File: config.mk
export PLATFORM = sky130hd
export DESIGN_NAME = regfile_writeback_unit
export DESIGN_NICKNAME = d
export VERILOG_FILES = /design/src/rtl/regfile_wb_pkg.sv /design/src/rtl/regfile_writeback_unit_fifo.sv /design/src/rtl/regfile_writeback_unit.sv
export SDC_FILE = /design/constraint.sdc
export NUM_CORES = 1
export LEC_CHECK = 0
export CAP_MARGIN = 20
export CORE_ASPECT_RATIO = 1.25
export CORE_MARGIN = 5
export CORE_UTILIZATION = 54
export CTS_CLUSTER_SIZE = 10
export DETAILED_ROUTE_END_ITERATION = 10
export PLACE_DENSITY = 0.8
export SYNTH_ARGS = -nofsm -noshare
export SYNTH_HDL_FRONTEND = slang
export SYNTH_SLANG_ARGS = --single-unit
File: constraint.sdc
create_clock -name clk -period 3.8 [get_ports clk]
set_clock_uncertainty 0.2 [all_clocks]
set_input_delay 1.14 -clock clk [delete_from_list [all_inputs] [get_ports clk]]
set_output_delay 1.14 -clock clk [all_outputs]
set_load 0.05 [all_outputs]
File: src/rtl/regfile_wb_pkg.sv
// regfile_wb_pkg: shared constants and request type for the writeback unit
package regfile_wb_pkg;
  localparam int REG_IDX_W = 5;
  localparam int NUM_REGS = 32;
  localparam int WB_XLEN = 32;
  localparam logic [REG_IDX_W-1:0] X0 = 5'd0;
  typedef struct packed {
    logic [REG_IDX_W-1:0] rd;
    logic [WB_XLEN-1:0] data;
  } wb_req_t;
endpackage

File: src/rtl/regfile_writeback_unit_fifo.sv
// wb_fifo: synchronous FIFO of writeback requests, DEPTH a power of two
module wb_fifo
  import regfile_wb_pkg::*;
#(
  parameter int DEPTH = 4,
  localparam int AW = $clog2(DEPTH)
) (
  input  logic clk,
  input  logic reset,
  input  logic push,
  input  logic pop,
  input  wb_req_t din,
  output logic full,
  output logic empty,
  output logic [AW:0] count,
  output wb_req_t head
);
  wb_req_t mem [DEPTH];
  logic [AW-1:0] wr_ptr, rd_ptr;
  assign full = count == (AW+1)'(DEPTH);
  assign empty = count == '0;
  assign head = mem[rd_ptr];
  // storage carries no reset; validity is defined by the pointers alone
  always_ff @(posedge clk)
    if (push) mem[wr_ptr] <= din;
  // pointers wrap naturally since DEPTH is a power of two
  always_ff @(posedge clk or negedge reset)
    if (!reset) begin
      wr_ptr <= '0;
      rd_ptr <= '0;
      count <= '0;
    end else begin
      if (push) wr_ptr <= wr_ptr + AW'(1);
      if (pop) rd_ptr <= rd_ptr + AW'(1);
      count <= count + (AW+1)'(push) - (AW+1)'(pop);
    end
endmodule

File: src/rtl/regfile_writeback_unit.sv
// regfile_writeback_unit: arbitrates ALU and buffered memory results onto the RF write port and tracks pending destinations
// Optional forwarding ports are enabled with REGFILE_WB_BYPASS_EN.
module regfile_writeback_unit
  import regfile_wb_pkg::*;
#(
  parameter int DEPTH = 4,
  parameter int XLEN = WB_XLEN
) (
  input  logic clk,
  input  logic reset,
  input  logic issue_valid,
  input  logic [4:0] issue_rd,
  input  logic alu_valid,
  input  logic [4:0] alu_rd,
  input  logic [XLEN-1:0] alu_data,
  input  logic mem_valid,
  output logic mem_ready,
  input  logic [4:0] mem_rd,
  input  logic [XLEN-1:0] mem_data,
  output logic rf_write_enable,
  output logic [4:0] rf_rd,
  output logic [XLEN-1:0] rf_rd_din,
  input  logic [4:0] rs1,
  input  logic [4:0] rs2,
`ifdef REGFILE_WB_BYPASS_EN
  output logic rs1_fwd,
  output logic rs2_fwd,
  output logic [XLEN-1:0] rs1_fwd_data,
  output logic [XLEN-1:0] rs2_fwd_data,
`endif
  output logic rs1_busy,
  output logic rs2_busy,
  output logic hazard,
  output logic [$clog2(DEPTH):0] fifo_count
);
  wb_req_t head, mem_req;
  logic full, empty, pop;
  logic [NUM_REGS-1:0] pending, set_mask, clr_mask;
  assign mem_req = '{rd: mem_rd, data: mem_data};
  assign mem_ready = !full;
  assign pop = !alu_valid && !empty;
  wb_fifo #(.DEPTH(DEPTH)) u_fifo (
    .clk(clk),
    .reset(reset),
    .push(mem_valid && mem_ready),
    .pop(pop),
    .din(mem_req),
    .full(full),
    .empty(empty),
    .count(fifo_count),
    .head(head)
  );
  // ALU has strict priority; x0 destinations are consumed without a write strobe
  always_ff @(posedge clk or negedge reset)
    if (!reset) begin
      rf_write_enable <= 1'b0;
      rf_rd <= '0;
      rf_rd_din <= '0;
    end else if (alu_valid) begin
      rf_write_enable <= alu_rd != X0;
      rf_rd <= alu_rd;
      rf_rd_din <= alu_data;
    end else if (!empty) begin
      rf_write_enable <= head.rd != X0;
      rf_rd <= head.rd;
      rf_rd_din <= head.data;
    end else
      rf_write_enable <= 1'b0;
  assign set_mask = (issue_valid && issue_rd != X0) ? NUM_REGS'(1) << issue_rd : '0;
  assign clr_mask = rf_write_enable ? NUM_REGS'(1) << rf_rd : '0;
  // scoreboard: clear on the edge the RF captures, a same-edge issue wins, x0 never pending
  always_ff @(posedge clk or negedge reset)
    if (!reset) pending <= '0;
    else pending <= ((pending & ~clr_mask) | set_mask) & ~NUM_REGS'(1);
  // re-issuing to a destination still in flight (and not retiring now) is illegal
  always_ff @(posedge clk)
    if (reset && issue_valid && issue_rd != X0)
      assert (!pending[issue_rd] || clr_mask[issue_rd]);
`ifdef REGFILE_WB_BYPASS_EN
  assign rs1_fwd = rf_write_enable && rf_rd == rs1 && rs1 != X0;
  assign rs2_fwd = rf_write_enable && rf_rd == rs2 && rs2 != X0;
  assign rs1_fwd_data = rf_rd_din;
  assign rs2_fwd_data = rf_rd_din;
  assign rs1_busy = pending[rs1] && !rs1_fwd;
  assign rs2_busy = pending[rs2] && !rs2_fwd;
`else
  assign rs1_busy = pending[rs1];
  assign rs2_busy = pending[rs2];
`endif
  assign hazard = rs1_busy | rs2_busy;
endmodule

==> impl_metrics.tcl, run 1 <==
set metrics [dict create \
    hold_path_class "reg2reg" \
    crit_path_start_kind "input pin" \
    fmax_ghz 0.261 \
    cts_tree "built" \
    h-tree-depth 1 \
    cp_slowest_cell "mux4_2" \
    internal-power_w 0.00609 \
    cts_buffers 26 \
    grt_max_degree 77 \
    finalNetCount 861 \
    finalSetupTns_ns -0.0285 \
    rows 53 \
    cts-root-buf "clkbuf_16" \
    synth_seq_cells 224 \
    syn-mean-instance-area_um2 15.8 \
    area_growth_pct 29.4 \
    cp-end-kind "output port" \
    worstSkewPairLatency_ns 0.50 \
    worst_r2r_endpoint "u_fifo.count[2]" \
    clkPwrFrac_pct 23.3 \
    drt-pass1-iter-count 5 \
    grt_pass1_vias 6362 \
    hold_end "rf_rd_din[2]" \
    drive_gt1_share_pct 17.1 \
    instances_no_fill 1000 \
    worst_pin_slew_ns 0.995 \
    grt_overflow 0 \
    cp.required_ns 2.46 \
    synth_cell_types 41 \
    power_density_nw_per_um2 786 \
    violations "setup timing" \
    start_util_pct 55.1 \
    dpl_worst_slack_ns -0.690 \
    drc_errors 0 \
    seqPwrFrac_pct 41.6 \
    routabilityCongestion 0.910 \
    antenna_found_initial 0 \
    drt-total-wl_um 22100 \
    num_vias 5892 \
    setup_viol 1 \
    r2r_cells 10 \
    layout_setup_ws_ns -0.0285 \
    p_leak_nw 4.40 \
    critical_path_peak_fanout 4 \
    netSwitchingPower_w 0.00336 \
    yosysWarnings 0 \
    cp_top_family "multiplexers" \
    vdd.ir_drop.worst_v 0.000641 \
    clk_pin_slew_ns 0.06 \
    synth_seq_area_share_pct 68.3 \
    r2r_slack_ns 1.19 \
    io_pins 139 \
    drt-wirelength-per-cell_um 22.1 \
    clock_sinks 224 \
    p_sw_share_pct 35.5 \
    place_hpwl_um 14700 \
    synth-edff-count 148 \
    synth-async-reset-ratio_pct 33.9 \
    fin_crit_sh_pct 101 \
    arrival_ns 2.49 \
    hp-start "rf_rd_din[2]" \
    fin_hold_ws_ns 0.281 \
    syn_inst 589 \
    synthesis.area_um2 9290 \
    fin_crit_ns 3.83 \
    report.final.slew_viol_count 0 \
    crit_path_frequent_cell "buf_6" \
    rsz0062_at_grt "yes" \
    synth_ff_type "edfxtp_1" \
    syn-num-nets 690 \
    worst-path-buf-inv 2 \
    synth_top_area_cell "edfxtp_1" \
    die-area_um2 19900 \
    hold_viol 0 \
    cap_viol_max_count 0 \
    grt_use_total_pct 22.7 \
    synth_top_area_share_pct 47.9 \
    drt_first_iter_violations 430 \
    die_width_um 127 \
    grt_pass1_wl_um 35300 \
    io_buffers 138 \
    comb_power_share_pct 35.2 \
    core_region_area_um2 16800 \
    hold_buffers 0 \
    dpl.cell_count 949 \
    cts_buffer_depth 3 \
    n_antenna_cell 0 \
    crit_type "in2out" \
    path_cells "buf_6 > mux4_2 > mux2_4 > a31oi_4 > nand4b_1 > buf_6" \
    relSlewSlack_pct 33.7 \
    synth_top_cells_by_area "edfxtp_1 48%, dfrtp_1 20%, mux4_2 10%, mux2i_1 5.6%, o21ai_0 5.1%" \
    r2r-start "u_fifo.count[1]" \
    viasPerCell 5.89 \
    status "finished with violations" \
    cp_slowest_stage_delay_ns 0.50 \
    die_h_um 157 \
    drtAntennaViolNets 0 \
    worst_hold_path.num_cells 2 \
]
==> state kept, by name, summed over array words and instances (netlist names) <==
signal and count:
u_fifo.rd_ptr 2, pending 31, rf_write_enable 1, rf_rd_din 32, rf_rd 5, u_fifo.count 3, u_fifo.mem 148, u_fifo.wr_ptr 2
==> cells by family (layout without fill, tap and decap cells) <==
| logic type | count (synthesis) | count (layout) | share of synthesized area, % |
|---|---|---|---|
| AOI/OAI and AO/OA | 114 | 114 | 6.63 |
| and+or+nand+nor | 106 | 106 | 5.63 |
| muxes | 96 | 96 | 16.2 |
| DFF | 224 | 224 | 68.3 |
| xor gates and xnor gates | 5 | 5 | 0.472 |
| buffers and inverters | 37 | 228 | 1.74 |
| adders and majority gates | 7 | 7 | 1.02 |
==> through the flow <==
stage	util, %	power [W]	cell area (µm²)
after floorplan	-	0.00597	9310
after global placement	65.9	0.00710	11100
after CTS	71.0	0.00951	12000
final	71.3	0.00944	12000
after detailed placement	65.9	0.00722	11100
after global routing	71.3	0.00993	12000
==> how the worst max path moves through the flow <==
stage,from,endpoint,slack [ns],cells past startpoint
floorplan,rs1[0],hazard,-0.78,6
global placement,rs2[0],hazard,-0.65,6
detailed placement,rs2[0],hazard,-0.69,6
CTS,rs2[1],hazard,-0.07,8
global route,rs1[0],hazard,-0.09,7
finish,rs2[0],hazard,-0.03,6
==> cell usage after synthesis (2+ instances only) <==
cell and n:
nand2b_1 4, nand3b_1 5, buf_1 2, nand3_1 16, mux2i_1 52, buf_4 2, o21ai_0 94, and3_1 4
a211oi_1 2, nor3_1 2, a22oi_1 6, clkbuf_1 10, ha_1 6, nor2_1 7, a21oi_1 4, nor2b_1 7
nand2_1 49, buf_2 12, nand4_1 3, edfxtp_1 148, or3b_2 2, a222oi_1 3, inv_1 11, dfrtp_1 76
mux4_2 43, xnor2_1 4
==> power by group through the flow <==
stage / Clock (W) / Sequential [W] / Combinational, W
final: 0.00220 / 0.00392 / 0.00332
after global routing: 0.00237 / 0.00402 / 0.00354
after CTS: 0.00225 / 0.00392 / 0.00334
after detailed placement: 0 / 0.00395 / 0.00327
after global placement: 0 / 0.00390 / 0.00320
after floorplan: 0 / 0.00444 / 0.00153
==> worst min-delay path: stages, from the launching register on <==
cell and delay [ns]:
dfrtp_1 0.34, nand2_1 0.05, o21ai_0 0.06
==> cells in the final DEF, fill, tap and decap left out, drive strengths merged, types with 3 or more instances in the layout <==
cell	n
a21oi	4
a222oi	3
a22oi	6
and3	4
buf	40
clkbuf	48
clkdlybuf4s50	123
dfrtp	76
dlygate4sd2	3
edfxtp	148
ha	6
inv	11
mux2i	52
mux4	43
nand2	49
nand2b	4
nand3	16
nand3b	5
nand4	3
nor2	7
nor2b	7
o21ai	95
xnor2	4
==> layout make-up <==
cell class	count	area (µm²)
tap	220	275
sequential	224	6350
clock inverter	1	8.76
fill	1114	4830
inverter	11	41.3
clock buffer	47	751
multi-input combinational	328	2870
timing repair buffer	169	1720
==> layer usage <==
| metal | track usage, % | part of all wire, % | vias to the layer above | wire length (µm) |
|---|---|---|---|---|
| met1 | 29.0 | 39 | 2978 | 8610 |
| met4 | 7.46 | 2.8 | 0 | 616 |
| met2 | 39.2 | 52 | 240 | 11500 |
| met3 | 4.37 | 6.1 | 48 | 1340 |
| li1 | - | - | 2626 | - |
| met5 | 0 | 0 | - | 0 |
==> what timing repair did <==
item | 4_1_cts | 5_1_grt
endpoints found under the hold margin | 0 | 0
gates resized for setup | 42 | 12
endpoints found under the setup margin | 3 | 3
pin swaps | 4 | 5
buffers inserted | 1 | 0
gates cloned | 1 | 0
No activity file was read; power rests on OpenSTA's default activity.
==> run 2: changes to the inputs <==
--- a/config.mk
+++ b/config.mk
@@ -12,6 +12,9 @@
 export CTS_CLUSTER_SIZE = 10
 export DETAILED_ROUTE_END_ITERATION = 10
 export PLACE_DENSITY = 0.8
+export SKIP_LAST_GASP = 1
+export SLEW_MARGIN = 10
 export SYNTH_ARGS = -nofsm -noshare
 export SYNTH_HDL_FRONTEND = slang
+export SYNTH_HIERARCHICAL = 1
 export SYNTH_SLANG_ARGS = --single-unit
==> run 2 against run 1 <==
Hold slack better by 0.067 ns. Count of clock-buffer cells in the layout down 1. Largest cell class unchanged. Total power down 2.6%. The flow still finishes with violations (setup timing). Die area up 1.3%.
==> impl_metrics.tcl, run 2 <==
set metrics [dict create \
    drt_first_iter_violations 437 \
    internal-power_w 0.00600 \
    antenna_found_initial 0 \
    yosysMostFrequentCell "edfxtp_1" \
    routabilityCongestion 0.937 \
    cts_tree "built" \
    relSlewSlack_pct 52.7 \
    synth-async-reset-ratio_pct 33.9 \
    place_hpwl_um 15700 \
    grt_overflow 0 \
    regArea_um2 6350 \
    grt_pass1_wl_um 36200 \
    synth_seq_cells 224 \
    start_util_pct 54.4 \
    syn-mean-instance-area_um2 15.5 \
    crit_type "in2out" \
    status "finished with violations" \
    die-area_um2 20200 \
    worst_pin_slew_ns 0.709 \
    cp-end-kind "output port" \
    worst_hold_path.num_cells 2 \
    vdd.ir_drop.worst_v 0.000545 \
    layout_common_cells "148 x edfxtp_1, 125 x clkdlybuf4s50_1, 93 x o21ai_0" \
    worstSkewPairLatency_ns 0.51 \
    io_pins 139 \
    power_density_nw_per_um2 760 \
    h-tree-depth 1 \
    grt_pass1_vias 6559 \
    clkPwrFrac_pct 23.7 \
    synth_seq_area_share_pct 67.4 \
    finalSetupTns_ns -0.0456 \
    clk_pin_slew_ns 0.05 \
    grt_use_total_pct 23.4 \
    die_h_um 158 \
    setup_viol 1 \
    comb_power_share_pct 34.9 \
    largest_register_ffs 148 \
    cts_buffer_depth 3 \
    synth-simple-area-share_pct 5.98 \
    drc_errors 0 \
    viasPerCell 5.89 \
    layout_commonest_cell "edfxtp_1" \
    drtAntennaViolNets 0 \
    die_width_um 128 \
    multi_input_area_um2 2990 \
    finalNetCount 870 \
    syn-num-nets 708 \
    core_region_area_um2 17300 \
    muxShareOfSynthArea_pct 16.5 \
    synth_top_area_share_pct 47.2 \
    crit_path_start_kind "input pin" \
    synth_ff_type "edfxtp_1" \
    fin_crit_ns 3.85 \
    p_leak_nw 4.33 \
    clock_sinks 224 \
    cap_viol_max_count 0 \
    regMostFlops "u_fifo/mem" \
    netSwitchingPower_w 0.00320 \
    cts_buffers 26 \
    place_area_um2 11200 \
    fillers 1145 \
    arrival_ns 2.51 \
    fin_crit_sh_pct 101 \
    synthTopCellsByCount "148 x edfxtp_1, 93 x o21ai_0, 76 x dfrtp_1, 57 x mux2i_1, 49 x nand2_1" \
    critical_path_peak_fanout 3 \
    syn_inst 607 \
    cp.required_ns 2.46 \
    synth_cell_types 39 \
    synthesis.area_um2 9420 \
    io_buffers 138 \
    layout_setup_ws_ns -0.0456 \
    drt-wirelength-per-cell_um 22.6 \
    grt_max_degree 77 \
    fmax_ghz 0.260 \
    drive_gt1_share_pct 17.9 \
    violations "setup timing" \
    final_cell_area_um2 12100 \
    n_antenna_cell 0 \
    r2r_cells 4 \
    drt-total-wl_um 22900 \
    rsz0062_at_grt "yes" \
    synth_top_family_by_area "multiplexers" \
    synth-compound-area-share_pct 6.60 \
    hold_viol 0 \
    reg_top3 "u_fifo/mem: 148 flops, rf_rd_din: 32 flops, pending: 31 flops" \
    synth_top_area_cell "edfxtp_1" \
    p_sw_share_pct 34.8 \
    final_core_util_pct 69.9 \
    synthAdderAreaFrac_pct 1.01 \
    cts-root-buf "clkbuf_16" \
    area_growth_pct 28.4 \
    seqPwrFrac_pct 41.4 \
    synth_xor_xnor_area_share_pct 0.465 \
    hold_path_class "reg2reg" \
    synth-edff-count 148 \
    yosysWarnings 6 \
    rows 54 \
    num_vias 5965 \
    drt-pass1-iter-count 5 \
    synth_top_cells_by_area "edfxtp_1 47%, dfrtp_1 20%, mux4_2 10%, mux2i_1 6.1%, o21ai_0 4.9%" \
    report.final.slew_viol_count 0 \
]
run 2: path summary, 6_finish.rpt:
kind | start | end | slack (ns)
max | rs2[0] | hazard | -0.05
min | pending[6] | pending[6] | 0.35
max reg2reg | u_fifo/rd_ptr[0] | rf_rd_din[25] | 1.25
min reg2reg | pending[6] | pending[6] | 0.35
max in group asynchronous | reset | rf_rd_din[26] | 2.26
min in group asynchronous | reset | pending[17] | 0.43
run 2: logic make-up (layout without fill, tap and decap cells):
logic type / Yosys count / after routing
buf+inv: 42 / 224
simple gates: 113 / 113
xor+xnor: 5 / 5
mux: 101 / 101
compound gates: 115 / 115
fa+ha+maj: 7 / 7
flops: 224 / 224
run 2: timing repair:
action                                  CTS  global route
gates resized for setup                  51             4
hold buffers                              0             0
endpoints found under the setup margin    3             3
gates cloned                              1             0
pin swaps                                 4             3
buffers inserted                          1             0
run 2: power by group through the flow:
stage	logic, W	clock network, W	registers, W
after floorplan	0.00167	0	0.00416
after global placement	0.00305	0	0.00379
after detailed placement	0.00313	0	0.00382
after CTS	0.00323	0.00221	0.00381
after global routing	0.00343	0.00233	0.00389
final	0.00320	0.00218	0.00381
run 2: final cells by class:
class	count	area share (%)
Sequential cell	224	52.5
Multi-Input combinational cell	341	24.7
Timing Repair Buffer	166	14.0
Clock buffer	46	6.00
Tap cell	224	2.32
Inverter	10	0.310
Clock inverter	2	0.207
run 2: critical path: stages:
cell and delay (ns):
buf_8 0.08, mux4_2 0.48, mux2_4 0.30, a31oi_4 0.20, nand4b_1 0.13, buf_6 0.18
run 2: layer usage:
metal	vias to the layer above	global-route usage [%]	share of wire [%]
met3	62	3.98	5.6
met5	-	0	0
li1	2665	-	-
met4	0	9.25	3.4
met2	222	42.2	54
met1	3016	28.0	37
run 2: per-stage QoR:
step	total power [W]	instances	hold WS (ns)	setup WS, ns
after floorplan	0.00583	607	0.281	-0.777
after global routing	0.00965	1013	0.377	-0.114
after CTS	0.00926	1013	0.344	-0.0696
after detailed placement	0.00696	963	0.328	-0.716
final	0.00919	1013	0.348	-0.0456
after global placement	0.00684	963	0.306	-0.688
==> run 3: changes to the inputs <==
--- a/config.mk
+++ b/config.mk
@@ -9,7 +9,7 @@
 export CORE_ASPECT_RATIO = 1.25
 export CORE_MARGIN = 5
 export CORE_UTILIZATION = 54
-export CTS_CLUSTER_SIZE = 10
+export CTS_CLUSTER_SIZE = 40
 export DETAILED_ROUTE_END_ITERATION = 10
 export PLACE_DENSITY = 0.8
 export SKIP_LAST_GASP = 1
==> run 3 against run 2 <==
The flow still finishes with violations (setup timing). Fmax is essentially flat. Register-to-register slack gained 0.04 ns. Hold slack gained 0.0013 ns. Count of clock-buffer cells in the layout is 16 lower. Non-clock buffer count did not move. Clock power decreased by 7%. Worst setup slack worse by 0.0027 ns. Utilization shrank 0.54 points. Die area did not move. Cell count decreased by 0.99%. Highest routed layer is now met5.
==> impl_metrics.tcl, run 3 (synthesis gave the netlist of run 2 again) <==
set metrics [dict create \
    status "finished with violations" \
    violations "setup timing" \
    rsz0062_at_grt "yes" \
    crit_path_frequent_cell "buf_6" \
    routabilityCongestion 0.937 \
    worst_pin_slew_ns 0.698 \
    worstSkewPairLatency_ns 0.50 \
    fin_crit_ns 3.85 \
    io_pins 139 \
    r2r_slack_ns 1.29 \
    largest_register_ffs 148 \
    p_total_w 0.00903 \
    final_core_util_pct 69.4 \
    num_vias 5970 \
    hold_buffers 0 \
    critical_path_peak_fanout 5 \
    grt_pass1_vias 6470 \
    die-area_um2 20200 \
    clkPwrFrac_pct 22.4 \
    seqPwrFrac_pct 42.1 \
    drt_first_iter_violations 429 \
    layout_common_cells "148 x edfxtp_1, 125 x clkdlybuf4s50_1, 93 x o21ai_0" \
    crit_path_start_kind "input pin" \
    multi_input_area_um2 2990 \
    cts_tree "built" \
    drt-pass1-iter-count 5 \
    hold_viol 0 \
    cp-end-kind "output port" \
    grt_max_degree 77 \
    h-tree-depth 1 \
    relSlewSlack_pct 53.4 \
    io_buffers 138 \
    cp_slowest_cell "mux4_2" \
    antenna_found_initial 3 \
    drc_errors 0 \
    start_util_pct 54.4 \
    cap_viol_max_count 0 \
    cts_buffer_depth 3 \
    finalNetCount 865 \
    cts_buffers 21 \
    fmax_ghz 0.260 \
    drt-wirelength-per-cell_um 22.9 \
    internal-power_w 0.00589 \
    cp_top_family "multiplexers" \
    regArea_um2 6350 \
    layout_setup_ws_ns -0.0483 \
    drtAntennaViolNets 0 \
    clock_sinks 224 \
    die_h_um 158 \
    p_leak_nw 4.29 \
    cts-root-buf "clkbuf_16" \
    fillers 1154 \
    worst-path-buf-inv 3 \
    regMostFlops "u_fifo/mem" \
    layout_commonest_cell "edfxtp_1" \
    die_width_um 128 \
    setup_viol 1 \
    clk_pin_slew_ns 0.06 \
    report.final.slew_viol_count 0 \
    area_growth_pct 27.4 \
    vdd.ir_drop.worst_v 0.000518 \
    reg_top3 "u_fifo/mem: 148 flops, rf_rd_din: 32 flops, pending: 31 flops" \
    power_density_nw_per_um2 753 \
    fin_crit_sh_pct 101 \
    grt_overflow 0 \
    drive_gt1_share_pct 18.0 \
    p_sw_share_pct 34.8 \
    viasPerCell 5.95 \
    drt-total-wl_um 22900 \
    arrival_ns 2.51 \
    rows 54 \
    cp.required_ns 2.46 \
    core_region_area_um2 17300 \
    crit_type "in2out" \
    path_cells "buf_8 > buf_6 > mux2i_1 > mux4_2 > nor3_4 > a31oi_4 > nand4b_1 > buf_6" \
    place_hpwl_um 15700 \
    netSwitchingPower_w 0.00314 \
    cp_slowest_stage_delay_ns 0.51 \
    grt_use_total_pct 23.3 \
    comb_power_share_pct 35.5 \
    hold_path_class "reg2reg" \
    grt_pass1_wl_um 35800 \
]
[run 3: power by group through the flow]
stage,Clock [W],Sequential (W),Combinational [W]
6_report,0.00202,0.00380,0.00320
5_1_grt,0.00217,0.00389,0.00342
4_1_cts,0.00205,0.00381,0.00323
3_5_place_dp,0,0.00382,0.00313
3_3_place_gp,0,0.00379,0.00305
2_1_floorplan,0,0.00416,0.00167
[run 3: timing repair]
action / in CTS / in global routing
resized for setup: 51 / 4
hold endpoints to repair: 0 / 0
buffers inserted: 1 / 0
setup endpoints to repair: 3 / 3
pin swaps: 4 / 3
gates cloned: 1 / 0
[run 3: area by class of cell]
cell class | instances | area share, %
tap | 224 | 2.34
clock inverter | 7 | 0.720
multi-input combinational | 341 | 24.9
inverter | 10 | 0.313
timing repair buffer | 166 | 14.1
sequential | 224 | 52.9
clock buffer | 30 | 4.75
antenna | 1 | 0.0209
[run 3: worst reg2reg max path, delay by kind of cell (launching register included)]
kind	cells	cell delay (ns)
AOI/OAI and AO/OA	1	0.10
DFF	1	0.79
muxes	2	0.78
buffers and inverters	1	0.48
[run 3: worst paths after layout]
path,endpoint,start,cells past startpoint
hold reg to reg,pending[6],pending[6],2
hold / removal,pending[6],pending[6],2
setup reg to reg,rf_rd_din[15],u_fifo/rd_ptr[0],4
setup / recovery,hazard,rs2[1],8
min in group asynchronous,pending[17],reset,1
max in group asynchronous,rf_rd_din[26],reset,2
[run 3: metal layers]
layer / wire length, µm / vias up / part of all wire, % / GRT usage [%]
met5: 20 / - / 0.087 / 0
met4: 897 / 4 / 3.9 / 9.10
met2: 12200 / 240 / 53 / 41.7
met1: 8230 / 3012 / 36 / 27.8
met3: 1610 / 66 / 7.0 / 4.66
li1: - / 2648 / - / -
[run 3: metrics by stage]
step / worst slack (ns) / hold WS (ns) / instances / TNS (ns) / area [µm²]
final: -0.0483 / 0.350 / 1003 / -0.0483 / 12000
after global routing: -0.114 / 0.387 / 1003 / -0.176 / 12000
after CTS: -0.0696 / 0.345 / 1002 / -0.0958 / 12000
after detailed placement: -0.716 / 0.328 / 963 / -1.93 / 11200
after global placement: -0.688 / 0.306 / 963 / -1.85 / 11200
after floorplan: -0.777 / 0.281 / 607 / -0.777 / 9440
